$ cat config.mk
export PLATFORM = sky130hd
export DESIGN_NAME = multicycle_control_fsm
export DESIGN_NICKNAME = d
export VERILOG_FILES = /design/src/rtl/mips_mc_pkg.sv /design/src/rtl/mc_output_decode.sv /design/src/rtl/multicycle_control_fsm.sv
export SDC_FILE = /design/constraint.sdc
export NUM_CORES = 1
export LEC_CHECK = 0
export ABC_CLOCK_PERIOD_IN_PS = 1550
export BUFFER_PORTS_ARGS = -buffer_cell sky130_fd_sc_hd__buf_2
export CAP_MARGIN = 20
export CORE_MARGIN = 3
export CORE_UTILIZATION = 25
export DETAILED_ROUTE_END_ITERATION = 10
export PLACE_DENSITY = 0.55
export SETUP_SLACK_MARGIN = 0.02
export SYNTH_ARGS = -nofsm -noshare
export SYNTH_HDL_FRONTEND = slang
export SYNTH_SLANG_ARGS = --single-unit
export TNS_END_PERCENT = 100
$ cat constraint.sdc
create_clock -name Clk -period 1.55 [get_ports Clk]
set_input_delay 0.155 -clock Clk [delete_from_list [all_inputs] [get_ports Clk]]
set_output_delay 0.155 -clock Clk [all_outputs]
set_load 0.02 [all_outputs]
$ cat src/rtl/mips_mc_pkg.sv
// Shared definitions for the multi-cycle MIPS control FSM.
// Holds the state encoding, the opcode constants the decoder recognises,
// the ALU operation codes, the datapath mux select codes, the fault codes,
// and the packed control bundle passed from the output decoder to the top.
// Optional feature macro: MIPS_MC_IMM_OPS_EN. The state codes for
// IMM_EXEC/IMM_WB are always defined here. They are only reachable when
// the macro is defined.
package mips_mc_pkg;

  // TRAP sits at the top of the encoding so it is easy to spot on a bus.
  typedef enum logic [3:0] {
    ST_IDLE      = 4'h0,
    ST_FETCH     = 4'h1,
    ST_DECODE    = 4'h2,
    ST_MEM_ADDR  = 4'h3,
    ST_MEM_READ  = 4'h4,
    ST_MEM_WB    = 4'h5,
    ST_MEM_WRITE = 4'h6,
    ST_EXECUTE   = 4'h7,
    ST_R_WB      = 4'h8,
    ST_BRANCH    = 4'h9,
    ST_JUMP      = 4'hA,
    ST_IMM_EXEC  = 4'hB,
    ST_IMM_WB    = 4'hC,
    ST_TRAP      = 4'hF
  } state_e;

  // Opcodes taken from IR[31:26]
  localparam logic [5:0] OP_RTYPE = 6'd0;
  localparam logic [5:0] OP_J     = 6'd2;
  localparam logic [5:0] OP_JAL   = 6'd3;
  localparam logic [5:0] OP_BEQ   = 6'd4;
  localparam logic [5:0] OP_BNE   = 6'd5;
  localparam logic [5:0] OP_ADDI  = 6'd8;
  localparam logic [5:0] OP_SLTI  = 6'd10;
  localparam logic [5:0] OP_ANDI  = 6'd12;
  localparam logic [5:0] OP_ORI   = 6'd13;
  localparam logic [5:0] OP_XORI  = 6'd14;
  localparam logic [5:0] OP_LUI   = 6'd15;
  localparam logic [5:0] OP_LW    = 6'd35;
  localparam logic [5:0] OP_SW    = 6'd43;

  // ALU operation codes
  localparam logic [2:0] ALU_ADD   = 3'b000;
  localparam logic [2:0] ALU_SUB   = 3'b001;
  localparam logic [2:0] ALU_RTYPE = 3'b010;
  localparam logic [2:0] ALU_AND   = 3'b011;
  localparam logic [2:0] ALU_OR    = 3'b100;
  localparam logic [2:0] ALU_SLT   = 3'b101;
  localparam logic [2:0] ALU_XOR   = 3'b110;
  localparam logic [2:0] ALU_LUI   = 3'b111;

  // Register file destination select
  localparam logic [1:0] REG_DST_RT = 2'b00;
  localparam logic [1:0] REG_DST_RD = 2'b01;
  localparam logic [1:0] REG_DST_RA = 2'b10;

  // Register file write data select
  localparam logic [1:0] M2R_ALUOUT = 2'b00;
  localparam logic [1:0] M2R_MDR    = 2'b01;
  localparam logic [1:0] M2R_PC     = 2'b10;

  // ALU operand B select
  localparam logic [2-1:0] SRCB_B      = 2'b00;
  localparam logic [1:0]   SRCB_FOUR   = 2'b01;
  localparam logic [1:0]   SRCB_IMM    = 2'b10;
  localparam logic [1:0]   SRCB_IMM_SH = 2'b11;

  // PC source select
  localparam logic [1:0] PCSRC_ALU    = 2'b00;
  localparam logic [1:0] PCSRC_ALUOUT = 2'b01;
  localparam logic [1:0] PCSRC_JUMP   = 2'b10;

  // Sticky fault codes
  localparam logic [1:0] FAULT_NONE    = 2'b00;
  localparam logic [1:0] FAULT_ILLEGAL = 2'b01;
  localparam logic [1:0] FAULT_TIMEOUT = 2'b10;

  // Complete set of datapath controls driven by the FSM
  typedef struct packed {
    logic       pc_write;
    logic       branch;
    logic       branch_ne;
    logic       i_or_d;
    logic       mem_read;
    logic       mem_write;
    logic       ir_write;
    logic [1:0] reg_dst;
    logic [1:0] mem_to_reg;
    logic       reg_write;
    logic       alu_src_a;
    logic [1:0] alu_src_b;
    logic [2:0] alu_op;
    logic [1:0] pc_source;
  } ctrl_t;

  // True for the states that wait on the memory ready handshake
  function automatic logic is_mem_state(input state_e s);
    return (s == ST_FETCH) || (s == ST_MEM_READ) || (s == ST_MEM_WRITE);
  endfunction

endpackage

$ cat src/rtl/mc_output_decode.sv
// Combinational output decoder for the multi-cycle MIPS controller.
// Maps the current state, the latched opcode and the memory ready flag
// onto every datapath mux select and enable. Any control that a state does
// not use is driven to zero.
// Optional feature macro: MIPS_MC_IMM_OPS_EN adds the IMM_EXEC/IMM_WB decode.
// Ports:
//   state_i     current FSM state
//   op_q_i      opcode latched on exit from DECODE
//   mem_ready_i memory completes the current access this cycle
//   ctrl_o      packed control bundle
module mc_output_decode
  import mips_mc_pkg::*;
(
  input  state_e     state_i,
  input  logic [5:0] op_q_i,
  input  logic       mem_ready_i,
  output ctrl_t      ctrl_o
);

  // Per-state control decode. Every control starts at zero, so IDLE, TRAP and
  // any unused encoding produce an all-zero bundle.
  always_comb begin
    ctrl_o = '0;
    case (state_i)
      ST_FETCH: begin
        // PC+4 goes through the ALU while the instruction is read. PC and IR
        // load only in the cycle the memory completes.
        ctrl_o.mem_read  = 1'b1;
        ctrl_o.i_or_d    = 1'b0;
        ctrl_o.alu_src_a = 1'b0;
        ctrl_o.alu_src_b = SRCB_FOUR;
        ctrl_o.alu_op    = ALU_ADD;
        ctrl_o.pc_source = PCSRC_ALU;
        ctrl_o.ir_write  = mem_ready_i;
        ctrl_o.pc_write  = mem_ready_i;
      end
      ST_DECODE: begin
        // Speculative branch target computed while the opcode is decoded
        ctrl_o.alu_src_a = 1'b0;
        ctrl_o.alu_src_b = SRCB_IMM_SH;
        ctrl_o.alu_op    = ALU_ADD;
      end
      ST_MEM_ADDR: begin
        ctrl_o.alu_src_a = 1'b1;
        ctrl_o.alu_src_b = SRCB_IMM;
        ctrl_o.alu_op    = ALU_ADD;
      end
      ST_MEM_READ: begin
        ctrl_o.i_or_d   = 1'b1;
        ctrl_o.mem_read = 1'b1;
      end
      ST_MEM_WB: begin
        ctrl_o.reg_dst    = REG_DST_RT;
        ctrl_o.mem_to_reg = M2R_MDR;
        ctrl_o.reg_write  = 1'b1;
      end
      ST_MEM_WRITE: begin
        ctrl_o.i_or_d    = 1'b1;
        ctrl_o.mem_write = 1'b1;
      end
      ST_EXECUTE: begin
        ctrl_o.alu_src_a = 1'b1;
        ctrl_o.alu_src_b = SRCB_B;
        ctrl_o.alu_op    = ALU_RTYPE;
      end
      ST_R_WB: begin
        ctrl_o.reg_dst   = REG_DST_RD;
        ctrl_o.reg_write = 1'b1;
      end
      ST_BRANCH: begin
        // Compare by subtraction. The PC loads the target saved in ALUOut
        // during DECODE, qualified by Zero outside this block.
        ctrl_o.alu_src_a = 1'b1;
        ctrl_o.alu_src_b = SRCB_B;
        ctrl_o.alu_op    = ALU_SUB;
        ctrl_o.pc_source = PCSRC_ALUOUT;
        ctrl_o.branch    = (op_q_i == OP_BEQ);
        ctrl_o.branch_ne = (op_q_i == OP_BNE);
      end
      ST_JUMP: begin
        // For jal the PC still holds PC+4 from FETCH, so it becomes the link.
        ctrl_o.pc_write  = 1'b1;
        ctrl_o.pc_source = PCSRC_JUMP;
        if (op_q_i == OP_JAL) begin
          ctrl_o.reg_dst    = REG_DST_RA;
          ctrl_o.mem_to_reg = M2R_PC;
          ctrl_o.reg_write  = 1'b1;
        end
      end
`ifdef MIPS_MC_IMM_OPS_EN
      ST_IMM_EXEC: begin
        ctrl_o.alu_src_a = 1'b1;
        ctrl_o.alu_src_b = SRCB_IMM;
        case (op_q_i)
          OP_ANDI: ctrl_o.alu_op = ALU_AND;
          OP_ORI:  ctrl_o.alu_op = ALU_OR;
          OP_SLTI: ctrl_o.alu_op = ALU_SLT;
          OP_XORI: ctrl_o.alu_op = ALU_XOR;
          OP_LUI:  ctrl_o.alu_op = ALU_LUI;
          default: ctrl_o.alu_op = ALU_ADD;
        endcase
      end
      ST_IMM_WB: begin
        ctrl_o.reg_dst    = REG_DST_RT;
        ctrl_o.mem_to_reg = M2R_ALUOUT;
        ctrl_o.reg_write  = 1'b1;
      end
`endif
      default: ctrl_o = '0;
    endcase
  end

endmodule

$ cat src/rtl/multicycle_control_fsm.sv
// Main controller for the multi-cycle MIPS datapath (shared memory, single
// ALU, IR/A/B/ALUOut holding registers). It sequences each instruction
// through fetch, decode, execute, memory and writeback. It stalls on the
// memory ready handshake. It traps on illegal opcodes and on memory
// accesses that exceed WAIT_LIMIT wait cycles.
// Optional feature macro: MIPS_MC_IMM_OPS_EN enables the immediate ALU ops
// (addi, slti, andi, ori, xori, lui). Without it those opcodes trap as illegal.
// Parameters:
//   WAIT_LIMIT  max wait cycles per memory access, 0 = unlimited (0..255)
// Ports:
//   Clk, Reset_N              clock (rising edge), async active-low reset
//   Opcode                    IR[31:26], valid from DECODE onward
//   Mem_Ready                 memory completes the current access
//   PC_Write, Branch, Branch_Not_Equal, PC_Source   PC update controls
//   I_or_D, Mem_Read, Mem_Write, IR_Write           memory/IR controls
//   Reg_Dst, Mem_to_Reg, Reg_Write                  register file controls
//   ALU_Src_A, ALU_Src_B, ALU_Op                    ALU controls
//   Fault                     sticky fault code (00 none, 01 illegal, 10 timeout)
module multicycle_control_fsm
  import mips_mc_pkg::*;
#(
  parameter int unsigned WAIT_LIMIT = 16
) (
  input  logic       Clk,
  input  logic       Reset_N,
  input  logic [5:0] Opcode,
  input  logic       Mem_Ready,
  output logic       PC_Write,
  output logic       Branch,
  output logic       Branch_Not_Equal,
  output logic       I_or_D,
  output logic       Mem_Read,
  output logic       Mem_Write,
  output logic       IR_Write,
  output logic [1:0] Reg_Dst,
  output logic [1:0] Mem_to_Reg,
  output logic       Reg_Write,
  output logic       ALU_Src_A,
  output logic [1:0] ALU_Src_B,
  output logic [2:0] ALU_Op,
  output logic [1:0] PC_Source,
  output logic [1:0] Fault
);

  localparam logic [7:0] WaitLimitC = 8'(WAIT_LIMIT);
  localparam bit         LimitEnC   = (WAIT_LIMIT != 0);

  state_e     state_q, state_d;
  logic [5:0] op_q, op_d;
  logic [7:0] wait_cnt_q, wait_cnt_d;
  logic [1:0] fault_q, fault_d;
  logic       timeout;
  ctrl_t      ctrl;

  // The access expires only when the limit is reached and the memory is
  // still not ready. A ready in that same cycle completes normally.
  assign timeout = LimitEnC && (wait_cnt_q == WaitLimitC) && !Mem_Ready;

  // Next-state logic. The wait counter defaults to zero, so every entry into
  // a memory state starts a fresh count. It only advances while a memory
  // state is held waiting. The fault code changes only on the transition
  // into TRAP. TRAP is left only through reset, so the first cause sticks.
  always_comb begin
    state_d    = state_q;
    op_d       = op_q;
    wait_cnt_d = '0;
    fault_d    = fault_q;

    if (is_mem_state(state_q) && !Mem_Ready) begin
      if (timeout) begin
        state_d = ST_TRAP;
        fault_d = FAULT_TIMEOUT;
      end else begin
        wait_cnt_d = (wait_cnt_q == 8'hFF) ? wait_cnt_q : wait_cnt_q + 8'd1;
      end
    end else begin
      case (state_q)
        ST_IDLE:      state_d = ST_FETCH;
        ST_FETCH:     state_d = ST_DECODE;
        ST_DECODE: begin
          op_d = Opcode;
          case (Opcode)
            OP_RTYPE:      state_d = ST_EXECUTE;
            OP_LW, OP_SW:  state_d = ST_MEM_ADDR;
            OP_BEQ, OP_BNE: state_d = ST_BRANCH;
            OP_J, OP_JAL:  state_d = ST_JUMP;
`ifdef MIPS_MC_IMM_OPS_EN
            OP_ADDI, OP_SLTI, OP_ANDI, OP_ORI, OP_XORI, OP_LUI:
                           state_d = ST_IMM_EXEC;
`endif
            default: begin
              state_d = ST_TRAP;
              fault_d = FAULT_ILLEGAL;
            end
          endcase
        end
        ST_MEM_ADDR:  state_d = (op_q == OP_LW) ? ST_MEM_READ : ST_MEM_WRITE;
        ST_MEM_READ:  state_d = ST_MEM_WB;
        ST_MEM_WB:    state_d = ST_FETCH;
        ST_MEM_WRITE: state_d = ST_FETCH;
        ST_EXECUTE:   state_d = ST_R_WB;
        ST_R_WB:      state_d = ST_FETCH;
        ST_BRANCH:    state_d = ST_FETCH;
        ST_JUMP:      state_d = ST_FETCH;
`ifdef MIPS_MC_IMM_OPS_EN
        ST_IMM_EXEC:  state_d = ST_IMM_WB;
        ST_IMM_WB:    state_d = ST_FETCH;
`endif
        ST_TRAP:      state_d = ST_TRAP;
        default:      state_d = ST_IDLE;
      endcase
    end
  end

  // State registers. Reset forces IDLE, which decodes to all-zero outputs
  // immediately, even in the middle of a memory access.
  always_ff @(posedge Clk or negedge Reset_N) begin
    if (!Reset_N) begin
      state_q    <= ST_IDLE;
      op_q       <= '0;
      wait_cnt_q <= '0;
      fault_q    <= FAULT_NONE;
    end else begin
      state_q    <= state_d;
      op_q       <= op_d;
      wait_cnt_q <= wait_cnt_d;
      fault_q    <= fault_d;
    end
  end

  mc_output_decode u_decode (
    .state_i     (state_q),
    .op_q_i      (op_q),
    .mem_ready_i (Mem_Ready),
    .ctrl_o      (ctrl)
  );

  assign PC_Write         = ctrl.pc_write;
  assign Branch           = ctrl.branch;
  assign Branch_Not_Equal = ctrl.branch_ne;
  assign I_or_D           = ctrl.i_or_d;
  assign Mem_Read         = ctrl.mem_read;
  assign Mem_Write        = ctrl.mem_write;
  assign IR_Write         = ctrl.ir_write;
  assign Reg_Dst          = ctrl.reg_dst;
  assign Mem_to_Reg       = ctrl.mem_to_reg;
  assign Reg_Write        = ctrl.reg_write;
  assign ALU_Src_A        = ctrl.alu_src_a;
  assign ALU_Src_B        = ctrl.alu_src_b;
  assign ALU_Op           = ctrl.alu_op;
  assign PC_Source        = ctrl.pc_source;
  assign Fault            = fault_q;

endmodule

==> results.md, run 1 <==
- Largest area contributor in the netlist: dfrtp_1
- CTS Sinks: 20
- Crit share post-route: 107%
- Core Region: 4850 um2
- Final Max Tran Viols: 0
- Final-report hold violation count: 0
- Minimum clock period: 1.66 ns
- Worst Skew: 0.00199 ns
- Die area: 6060 um2
- DR iter-0 viols: 61
- Cell-internal power: 0.00212 W
- P&R area growth vs syn: 63.6%
- Switching share of power: 41.4%
- Placed cell count: 256
- Final #Nets: 218
- R2R depth: 7
- Status: complete, but fails checks
- Leading post-synthesis cells by cell area: dfrtp_1, nor2_1, mux2_2
- CP Capture Type: output port
- Max VDD drop: 0.639 mV
- Min-Delay Path Class: input pin to flip-flop
- Synthesized flop and latch total: 20
- Mapped Cells: 146
- Clock power frac: 11.1%
- # rows: 25
- Part of the power in registers: 22.8%
- Vias in the first global route: 1,244
- Logic pwr share: 66.1%
- WL/cell: 13.2 um
- Via/cell ratio: 4.75
- DRT Wirelength: 3600 um
- CTS root buf: clkbuf_8
- CP cell instances: buf_6 -> nand2b_4 -> nor2_4 -> nand2_4 -> nor3b_4 -> buf_6
- Hold path depth: 2
- Largest net degree at the start of global routing: 21
- CP startpoint: state_q[0]
- Lkg Pwr: 0.936 nW
- RSZ-0062 raised after global routing: yes
- Global-route wire length before repair: 5950 um
- Synth cell types: 44
- DP Area: 1710 um2
- Warning count from the yosys run: 0
- Crit path arrival time: 1.51 ns
- Maximum clock rate: 602 MHz
- Post-synth top flop: dfrtp_1
- GRT Util Overall: 11.8%
- Htree depth: 1
- Mapped Area: 1290 um2
- DR pass1 iterations: 4
- Syn Area/Cell: 8.84 um2
- Register area share after synthesis: 38.8%
- Post-synth EDFFs: 0
- Initial Util: 26.6%
- GPL Wtd Cong: 0.817
- Worst-Skew Late Latency: 0.25 ns
- Detailed-route via count: 1,297
- Crit Reg-Reg Startpoint: state_q[2]
- Crit path top cell by count: buf_6
- Crit-path max FO: 12
- Antenna violations before repair: 0
- Port buffer count: 29
- DP Wirelength: 2520 um
- Setup violators final: 6
- Crit path max-delay cell type: dfrtp_1
- Final instance area: 2110 um2
- CTS Buf Count: 3
- Pwr dens: 1710 nW/um2
- N_diodes: 0
- Chip height: 77.8 um
- Synth top area share: 38.8%
- Critical path startpoint category: flip-flop
- Clock Pin Slew Worst Setup and Hold Paths: 0.08 ns
- GR Overflow Total: 0
- I/O pin count: 31
- Hold_ws: 0.168 ns
- DRC Markers: 0
- CTS Buffer Depth: 2
- CTS tree: built
- Max-cap violations: 0
- Worst setup slack after layout: -0.112 ns
- Critical Path RT: 1.39 ns
- Post-synth net total: 157
- # fillers: 481
- Share of cells above drive strength 1: 51.0%
- Tot Pwr: 0.00362 W
- Failing checks: negative setup slack
- DRT antenna net count: 0
- Path type of the worst setup path: flip-flop to output port
- Largest stage delay on the critical path: 0.38 ns
- Die W: 77.8 um
- TNS Setup: -0.327 ns
- Async S/R FF share, synth: 100%
- Layout Cells excl Fill: 273
- Switching pwr: 0.00150 W
- Hold_sp: Opcode[0]
-- sequential cells by signal, summed over array words and instances, names as in the netlist --
| register | cells |
|---|---|
| state_q | 4 |
| wait_cnt_q | 8 |
| op_q | 6 |
| Fault | 2 |
-- path summary, 6_finish.rpt --
kind,to,slack [ns]
max,Branch_Not_Equal,-0.11
min,op_q[0],0.17
max reg2reg,state_q[2],0.03
min reg2reg,Fault[1],0.49
max in group asynchronous,state_q[3],0.82
min in group asynchronous,state_q[0],0.39
-- synthesized netlist by cell type (all sizes together), types with 2 or more instances --
cell type   n
nor3b       2
o21ai       4
inv         6
and2        2
nor4        2
nor4b       5
mux2i       3
nand2b      5
a211oi      2
nand3b      2
buf         5
dfrtp      20
ha          2
nand2      12
xor2        4
nor3        7
o211ai      2
and3        2
xnor2       2
a2bb2oi     2
a21oi       4
nor2       21
nand3       5
mux2        6
nor2b       4
-- kinds of logic after synthesis --
kind of cell / synth area share [%]
and+or+nand+nor: 30.4
AOI/OAI and AO/OA: 13.0
DFF: 38.8
buffers and inverters: 3.98
muxes: 7.57
xor gates and xnor gates: 4.07
adders and majority gates: 1.94
other: 0.291
-- critical path: cells and delay by family, from the launching register on --
kind,cells,cell delay [ns]
buffers and inverters,2,0.33
DFF,1,0.38
and+or+nand+nor,4,0.54
-- what timing repair did --
action | CTS | global route
pin swaps | 6 | 10
setup endpoints to repair | 11 | 28
hold buffers | 1 | 0
endpoints found under the hold margin | 20 | 0
resized for setup | 26 | 35
setup buffers | 7 | 5
-- power by group through the flow --
stage | logic (W) | registers (W) | clock network, W
after CTS | 0.00201 | 0.000802 | 0.000410
after floorplan | 0.00106 | 0.000811 | 0
after detailed placement | 0.00172 | 0.000781 | 0
final | 0.00239 | 0.000825 | 0.000401
after global routing | 0.00257 | 0.000848 | 0.000434
after global placement | 0.00172 | 0.000778 | 0
-- stage by stage --
step | util [%] | setup slack (ns)
after floorplan | - | -0.153
after global placement | 35.3 | 0.00520
after detailed placement | 35.3 | -0.00308
after CTS | 39.8 | -0.112
after global routing | 43.5 | -0.163
final | 43.5 | -0.112
-- final cells by class --
| class | instances | area [um2] | area share, % |
|---|---|---|---|
| Clock buffer | 4 | 55.1 | 2.61 |
| Sequential cell | 20 | 503 | 23.8 |
| Inverter | 6 | 22.5 | 1.07 |
| Multi-Input combinational cell | 114 | 965 | 45.7 |
| Timing Repair Buffer | 62 | 482 | 22.8 |
| Tap cell | 67 | 83.8 | 3.97 |
-- routing by layer --
layer  share of wire (%)  global-route usage (%)
met3                 2.4                    1.51
met4                0.67                    2.14
met5                   0                       0
met2                  49                    20.5
met1                  48                    15.8
-- cell usage in the layout, fill, tap and decap left out, drive strengths merged, types with 2 or more instances in the layout --
cell     synthesis  routed
nor4             2       2
buf              5      61
and3             2       2
ha               2       2
nand2           12      12
nor2            21      21
mux2i            3       3
nor3             7       7
mux2             6       6
clkbuf           1       4
nor2b            4       4
dfrtp           20      20
nor3b            2       2
a2bb2oi          2       2
nor4b            5       5
o211ai           2       2
inv              6       6
a21oi            4       4
and2             2       2
a211oi           2       2
nand3b           2       2
o21ai            4       4
xnor2            2       2
nand3            5       5
xor2             4       4
nand2b           5       5
No activity file was read; power rests on OpenSTA's default activity.
==> inputs of run 2 (changes only) <==
--- a/config.mk
+++ b/config.mk
@@ -5,7 +5,6 @@
 export SDC_FILE = /design/constraint.sdc
 export NUM_CORES = 1
 export LEC_CHECK = 0
-export ABC_CLOCK_PERIOD_IN_PS = 1550
 export BUFFER_PORTS_ARGS = -buffer_cell sky130_fd_sc_hd__buf_2
 export CAP_MARGIN = 20
 export CORE_MARGIN = 3
@@ -13,6 +12,7 @@
 export DETAILED_ROUTE_END_ITERATION = 10
 export PLACE_DENSITY = 0.55
 export SETUP_SLACK_MARGIN = 0.02
+export SKIP_LAST_GASP = 1
 export SYNTH_ARGS = -nofsm -noshare
 export SYNTH_HDL_FRONTEND = slang
 export SYNTH_SLANG_ARGS = --single-unit
==> run 2 against run 1 <==
Compared with the run above:
- the flow still finishes with violations (negative setup slack)
- clock skew about the same
- worst hold slack is essentially flat
- clock power barely moved
- sequential share of layout area up 0.16 points
- largest cell class unchanged
==> results.md, run 2 (same netlist as run 1, synthesis figures left out) <==
- Status: complete, but fails checks
- Failing checks: negative setup slack
- WL/cell: 13.6 um
- Crit Reg-Reg Startpoint: state_q[2]
- Worst-Skew Late Latency: 0.25 ns
- Hold_ws: 0.168 ns
- Port buffer count: 29
- # fillers: 484
- I/O pin count: 31
- DRT antenna net count: 0
- Most common cell after layout, fill and taps aside: buf_4
- Vias in the first global route: 1,242
- Die W: 77.8 um
- Footprint of the multi-input gates: 956 um2
- GPL Wtd Cong: 0.817
- CTS Sinks: 20
- N_diodes: 0
- Share of cells above drive strength 1: 51.5%
- Crit share post-route: 107%
- DRC Markers: 0
- Critical path's top delay family: simple AND/OR/NAND/NOR gates
- Clock power frac: 11.2%
- Clock Pin Slew Worst Setup and Hold Paths: 0.08 ns
- Crit path top cell by count: buf_6
- Pre-CTS setup slack: -0.00308 ns
- GR Overflow Total: 0
- Final instance area: 2100 um2
- Lkg Pwr: 0.947 nW
- Pwr dens: 1720 nW/um2
- Worst Skew: 0.00193 ns
- Largest net degree at the start of global routing: 21
- Critical path startpoint category: flip-flop
- CTS root buf: clkbuf_8
- Largest stage delay on the critical path: 0.38 ns
- Hold_sp: Opcode[0]
- WP buf/inv: 2
- Final-report hold violation count: 0
- Via/cell ratio: 4.81
- CTS Buffer Depth: 2
- Path type of the worst setup path: flip-flop to output port
- RSZ-0062 raised after global routing: yes
- Flop2flop setup slack: 0.03 ns
- Final Max Tran Viols: 0
- Maximum clock rate: 601 MHz
- Global-route wire length before repair: 5930 um
- Worst setup slack after layout: -0.114 ns
- Tot Pwr: 0.00360 W
- Storage cell area: 503 um2
- DR iter-0 viols: 43
- Crit-path max FO: 12
- # rows: 25
- Placed cell count: 256
- Crit path arrival time: 1.51 ns
- Core Region: 4850 um2
- GRT Util Overall: 11.8%
- Setup violators final: 5
- Biggest regs: wait_cnt_q (8), op_q (6), state_q (4)
- Die area: 6060 um2
- Initial Util: 26.6%
- Critical Path RT: 1.39 ns
- Min-Delay Path Class: input pin to flip-flop
- Part of the power in registers: 22.9%
- Final #Nets: 218
- Minimum clock period: 1.66 ns
- CP cell instances: buf_6 -> nand2b_4 -> nor2_4 -> nand2_4 -> nor3b_4 -> buf_6
- Htree depth: 1
- Crit path max-delay cell type: dfrtp_1
- Switching pwr: 0.00148 W
- CTS tree: built
- Most flops, register: wait_cnt_q
- DRT Wirelength: 3710 um
- DR pass1 iterations: 4
- DP Wirelength: 2520 um
- Max reg flops: 8
- Cell-internal power: 0.00212 W
- CP startpoint: state_q[0]
- Logic pwr share: 66.0%
- CTS Buf Count: 3
- Detailed-route via count: 1,314
- P&R area growth vs syn: 62.6%
- Antenna violations before repair: 0
- DP Area: 1710 um2
- CP Capture Type: output port
- Chip height: 77.8 um
- Max-cap violations: 0
- Layout Cells excl Fill: 273
- Commonest non-fill, non-tap cells in the layout: buf_4, buf_2, dfrtp_1
- Switching share of power: 41.0%
- Max VDD drop: 0.623 mV
[run 2: worst paths after layout]
| check | to | cells after the start |
|---|---|---|
| worst min register to register | Fault[1] | 1 |
| worst max-delay path | Branch_Not_Equal | 6 |
| worst min-delay path | op_q[0] | 2 |
| min in group asynchronous | state_q[0] | 2 |
| max in group asynchronous | state_q[3] | 2 |
| worst max register to register | state_q[2] | 7 |
[run 2: through the flow]
stage | util, % | setup TNS (ns)
3_5_place_dp | 35.3 | -0.00308
6_report | 43.3 | -0.342
4_1_cts | 39.8 | -0.249
2_1_floorplan | - | -0.153
3_3_place_gp | 35.3 | 0
5_1_grt | 43.3 | -0.999
[run 2: timing repair]
item | CTS | global route
endpoints found under the setup margin | 11 | 28
resized for setup | 25 | 34
hold endpoints to repair | 20 | 0
pin swaps | 6 | 8
hold buffers | 1 | 0
setup buffers | 7 | 5
[run 2: final cells by class]
class	instances	area share [%]
clock buffer	4	2.63
tap	67	4.00
sequential	20	24.0
multi-input combinational	114	45.6
inverter	6	1.07
timing repair buffer	62	22.7
[run 2: power by group through the flow]
stage          Sequential, W  Combinational [W]  Clock, W
3_5_place_dp        0.000781            0.00172         0
6_report            0.000823            0.00238  0.000403
4_1_cts             0.000802            0.00201  0.000410
2_1_floorplan       0.000811            0.00106         0
3_3_place_gp        0.000778            0.00172         0
5_1_grt             0.000843            0.00256  0.000434
[run 2: metal layers]
layer  up-vias  GRT usage, %  part of all wire, %
li1        638             -                    -
met3         2          1.51                  2.7
met5         -             0                    0
met4         0          2.14                 0.65
met1       653          15.6                   46
met2        21          20.5                   50
